$ cat src/rtl/i2s_stream_ctrl.sv
// Frame scheduler for the I2S transmit path: round-robin arbitration of two
// stereo sources into a small frame FIFO, drained into the transmitter core.
module i2s_stream_ctrl #(
  parameter int SW    = 16,
  parameter int DEPTH = 4,
  parameter int CW    = 8
) (
  input  logic                     clk,
  input  logic                     rst,
  input  logic                     en,
  input  logic                     mute_en,
  input  logic                     clr_underrun,
  input  logic                     s0_valid,
  input  logic [2*SW-1:0]          s0_data,
  output logic                     s0_ready,
  input  logic                     s1_valid,
  input  logic [2*SW-1:0]          s1_data,
  output logic                     s1_ready,
  output logic [2*SW-1:0]          tx_data,
  output logic                     tx_load,
  input  logic                     tx_empty,
  output logic [$clog2(DEPTH):0]   fifo_level,
  output logic [CW-1:0]            underrun_cnt,
  output logic                     busy,
  output logic [1:0]               fsm_state
);

  localparam int AW = $clog2(DEPTH);
  localparam int FW = 2 * SW;
  localparam logic [AW:0] LVL_FULL = DEPTH[AW:0];

  typedef enum logic [1:0] {
    S_IDLE  = 2'd0,
    S_LOAD  = 2'd1,
    S_ACK   = 2'd2,
    S_DRAIN = 2'd3
  } state_t;

  // Handshakes: a source frame moves when sN_valid & sN_ready in the same
  // cycle; the transmitter takes tx_data on the single-cycle tx_load strobe
  // and signals consumption by dropping and then raising tx_empty.

  state_t          state_q, state_d;
  logic            ptr_q, ptr_d;
  logic [AW-1:0]   wr_idx_q, wr_idx_d;
  logic [AW-1:0]   rd_idx_q, rd_idx_d;
  logic [AW:0]     level_q, level_d;
  logic [FW-1:0]   tx_data_q, tx_data_d;
  logic [CW-1:0]   ucnt_q, ucnt_d;
  logic [FW-1:0]   mem_q [DEPTH];

  logic            full, empty;
  logic            grant0, grant1;
  logic            push0, push1, push;
  logic [FW-1:0]   push_data;
  logic            pop, mute_ins;

  assign full  = (level_q == LVL_FULL);
  assign empty = (level_q == '0);

  // Pointer only breaks ties; a lone valid source always wins.
  assign grant0   = s0_valid & (~s1_valid | ~ptr_q);
  assign grant1   = s1_valid & (~s0_valid |  ptr_q);
  assign s0_ready = grant0 & ~full;
  assign s1_ready = grant1 & ~full;
  assign push0    = s0_valid & s0_ready;
  assign push1    = s1_valid & s1_ready;
  assign push     = push0 | push1;
  assign push_data = push1 ? s1_data : s0_data;

  always_ff @(posedge clk or negedge rst) begin
    if (!rst) begin
      state_q <= S_IDLE;
    end else begin
      state_q <= state_d;
    end
  end

  always_comb begin
    state_d = state_q;
    case (state_q)
      S_IDLE:  if (en && tx_empty && (!empty || mute_en)) state_d = S_LOAD;
      S_LOAD:  state_d = S_ACK;
      S_ACK:   if (!tx_empty) state_d = S_DRAIN;
      S_DRAIN: if (tx_empty) state_d = S_IDLE;
      default: state_d = S_IDLE;
    endcase
  end

  always_comb begin
    pop      = 1'b0;
    mute_ins = 1'b0;
    case (state_q)
      S_IDLE: begin
        if (en && tx_empty) begin
          if (!empty)       pop      = 1'b1;
          else if (mute_en) mute_ins = 1'b1;
        end
      end
      default: ;
    endcase
  end

  assign tx_load   = (state_q == S_LOAD);
  assign busy      = (state_q != S_IDLE);
  assign fsm_state = state_q;

  always_comb begin
    ptr_d     = ptr_q;
    wr_idx_d  = wr_idx_q;
    rd_idx_d  = rd_idx_q;
    level_d   = level_q;
    tx_data_d = tx_data_q;
    ucnt_d    = ucnt_q;
    if (push0) ptr_d = 1'b1;
    if (push1) ptr_d = 1'b0;
    if (push) wr_idx_d = wr_idx_q + AW'(1);
    if (pop)  rd_idx_d = rd_idx_q + AW'(1);
    case ({push, pop})
      2'b10:   level_d = level_q + (AW+1)'(1);
      2'b01:   level_d = level_q - (AW+1)'(1);
      default: level_d = level_q;
    endcase
    if (pop)           tx_data_d = mem_q[rd_idx_q];
    else if (mute_ins) tx_data_d = '0;
    // Clear wins over a same-cycle silent-frame increment.
    if (clr_underrun)                  ucnt_d = '0;
    else if (mute_ins && ucnt_q != '1) ucnt_d = ucnt_q + CW'(1);
  end

  always_ff @(posedge clk or negedge rst) begin
    if (!rst) begin
      ptr_q     <= 1'b0;
      wr_idx_q  <= '0;
      rd_idx_q  <= '0;
      level_q   <= '0;
      tx_data_q <= '0;
      ucnt_q    <= '0;
    end else begin
      ptr_q     <= ptr_d;
      wr_idx_q  <= wr_idx_d;
      rd_idx_q  <= rd_idx_d;
      level_q   <= level_d;
      tx_data_q <= tx_data_d;
      ucnt_q    <= ucnt_d;
    end
  end

  // Storage needs no reset: resetting the indices discards the contents.
  always_ff @(posedge clk) begin
    if (push) mem_q[wr_idx_q] <= push_data;
  end

  assign tx_data      = tx_data_q;
  assign fifo_level   = level_q;
  assign underrun_cnt = ucnt_q;

endmodule

$ cat config.mk
export PLATFORM = sky130hd
export DESIGN_NAME = i2s_stream_ctrl
export DESIGN_NICKNAME = d
export VERILOG_FILES = /design/src/rtl/i2s_stream_ctrl.sv
export SDC_FILE = /design/constraint.sdc
export NUM_CORES = 1
export LEC_CHECK = 0
export CAP_MARGIN = 20
export CORE_MARGIN = 3
export CORE_UTILIZATION = 40
export CTS_BUF_LIST = sky130_fd_sc_hd__clkbuf_8
export DETAILED_ROUTE_END_ITERATION = 10
export GPL_TIMING_DRIVEN = 1
export PLACE_DENSITY_LB_ADDON = 0.2
export SETUP_SLACK_MARGIN = 0.15
export SYNTH_ARGS = -nofsm -noshare
export SYNTH_HDL_FRONTEND = slang
export SYNTH_SLANG_ARGS = --single-unit
export TNS_END_PERCENT = 20
$ cat constraint.sdc
create_clock -name clk -period 2.8 [get_ports clk]
set_input_delay 0.42 -clock clk [delete_from_list [all_inputs] [get_ports clk]]
set_output_delay 0.42 -clock clk [all_outputs]
set_load 0.02 [all_outputs]
==> impl_results.md <==
* Critical path origin: fifo_level[0]
* Setup Skew at 0.0129 ns
* Terminus of the critical flop-to-flop path: fifo_level[2]
* DRC at 0
* Congestion Overflow GR at 0
* Fin crit share at 86.9%
* Cells after synthesis at 447
* Die W at 141 µm
* Sequential area share after synthesis at 69.9%
* Nature of the critical path startpoint: flip-flop
* CP Data Required Time at 2.38 ns
* Final min period at 2.43 ns
* # nets final at 661
* Die height at 141 µm
* Starting DRT DRC Count at 162
* CTS Buf Count at 17
* Worst VDD drop at 0.537 mV
* Leakage power at 3.31 nW
* Final Wtd Congestion at 0.797
* Avg Cell Area, Syn at 16.3 µm²
* RSZ-0062 raised after global routing: no
* Setup slack after placement at 0.431 ns
* Setup tns final at 0 ns
* CTS root buf: clkbuf_8
* Row count at 48
* CTS Buffer Depth at 2
* ANT cells at 0
* Least-Margin Pin Slew at 0.893 ns
* Largest net degree at the start of global routing at 67
* # Post-CTS Setup Buffers at 0
* Warnings, synthesis at 0
* Final Setup Violations at 0
* PortBufs at 120
* Gates resized, CTS repair at 0
* Pwr dens at 979 nW/µm²
* Commonest non-fill, non-tap cell in the layout: edfxtp_1
* Fillers at 1455
* Main flop type after synthesis: edfxtp_1
* First drt pass iteration count at 4
* Fin. max-slew vios at 0
* Via count at 4203
* DR WL/cell at 18.8 µm
* Yosys top cell area share at 52.8%
* Outcome: finished, final reports clean
* Cell family with most CP delay: buffers and inverters
* ANT nets after route at 0
* Slew HR at 40.4%
* FF-to-FF Start: fsm_state[0]
* Fraction of layout cells with a size suffix above 1 at 20.7%
* Critical path class: flip-flop to output port
* Top Ports at 121
* R2R depth at 10
* Mapped cell area at 7290 µm²
* Sequential cell area at 5100 µm²
* Async set-reset flop share out of synthesis at 28.1%
* Critical path buffers and inverters at 3
* Multi-input gate area at 2110 µm²
* CTS tree: done
* All-Layer GR Usage at 16.1%
* Crit. End Element: output port
* Number of library cell types mapped by synthesis at 36
* Initial core utilization at 41.5%
* Endpoints failing hold at 0
* Synth top area cells: edfxtp_1 53%, dfrtp_1 17%, mux4_2 9.9%
* Max-cap viol count at 0
* Number of global-route vias before repair at 4373
* Antenna violations before repair at 0
* Crit-path max FO at 5
* Synthesized Nets at 531
* Register bit count reported by yosys at 178
* Worst path slowest cell: clkdlybuf4s50_1
* Final wirelength at 15.4 mm
* Die area at 19900 µm²
* Final worst slack at 0.366 ns
* Final Util at 52.8%
* Critical path destination: s1_ready
* Clk_lat worst skew at 0.46 ns
* HPWL Detailed at 9.65 mm
* R2R setup slack at 0.58 ns
* Worst EP arrival at 2.01 ns
* Number of synthesized flops with an enable pin at 128
* Max incr delay on CP at 0.64 ns
* H-tree depth at 4
* Core ar. at 17500 µm²
* Maximum clock rate at 0.411 GHz
* Clock transition at path regs at 0.09 ns
* WP depth at 5
* Hold Crit Class: input port to async pin
* Leading area contributor after synthesis: edfxtp_1
* Clock Sinks at 178
* Fin Hold WS at 0.426 ns
* Commonest cells after routing, fill and taps aside: 128 x edfxtp_1, 119 x clkdlybuf4s50_1, 69 x nand2_1, 48 x dfrtp_1, 35 x o21ai_0
* Top cell by count, worst path: inv_1
* P&R area growth vs syn at 27.2%
* Via density at 5.16
* First-pass GRT wire length at 24.2 mm
* Crit path cell chain: inv_1 > nand3_1 > nand3_2 > inv_1 > clkdlybuf4s50_1
## sequential cells by signal, indices dropped and copies added (netlist names)
signal,count
wr_idx_q,2
ptr_q,1
rd_idx_q,2
mem_q,128
fsm_state,2
fifo_level,3
tx_data,32
underrun_cnt,8
## logic make-up after synthesis
family	after synthesis	synth area share, %
xor gates and xnor gates	9	1.08
buffers and inverters	33	1.75
and+or+nand+nor	101	6.11
DFF	178	69.9
AOI/OAI and AO/OA	45	3.40
adders and majority gates	12	2.16
muxes	69	15.6
## cell type report
cell class / count / area share [%]
clock inverter: 15 / 1.70
multi-input combinational: 236 / 22.7
timing repair buffer: 133 / 14.5
tap: 225 / 3.04
inverter: 11 / 0.446
sequential: 178 / 55.0
clock buffer: 17 / 2.53
## Yosys cell counts, types with 2 or more instances
cell and instances:
xor2_1 5, o21ai_0 35, dfrtp_1 50, xnor2_1 4, a21oi_1 3, mux2i_1 3, edfxtp_1 128, mux2_2 34
ha_1 11, nor2b_1 4, nor2_1 8, nand3_1 6, buf_2 3, nand2_1 69, inv_1 11, or3_1 2
buf_1 4, clkbuf_1 15, nand4_1 3, mux4_2 32, nor3_1 2
## worst min path at each step
stage | from | to | slack (ns)
global placement | rst | underrun_cnt[6] | 0.38
global route | rst | underrun_cnt[4] | 0.43
CTS | rst | underrun_cnt[4] | 0.41
detailed placement | rst | underrun_cnt[4] | 0.37
floorplan | rst | fifo_level[0] | 0.12
finish | rst | fsm_state[0] | 0.43
## where the power goes
group          switching, mW  total (mW)  internal, mW
sequential             0.453        4.29          3.83
combinational           1.52        3.07          1.55
clock                  0.918        1.72         0.799
## metrics by stage
| step | instances | area, µm² | power, mW |
|---|---|---|---|
| after floorplan | 447 | 7290 | 6.13 |
| after global placement | 782 | 8860 | 7.38 |
| after detailed placement | 782 | 8860 | 7.47 |
| after CTS | 815 | 9260 | 9.22 |
| after global routing | 815 | 9260 | 9.60 |
| final | 815 | 9260 | 9.07 |
## repair_timing
item,CTS,global route
endpoints found under the hold margin,16,0
hold buffers,1,0
setup endpoints to repair,0,0
## routing by layer
metal / track usage [%] / part of all wire (%) / wire (µm)
met5: 0 / 0 / 0
met4: 6.07 / 1.7 / 268
met3: 3.83 / 5.0 / 775
met2: 26.2 / 49 / 7480
met1: 21.3 / 44 / 6830
Note: power is estimated with default switching activity, not from simulation.
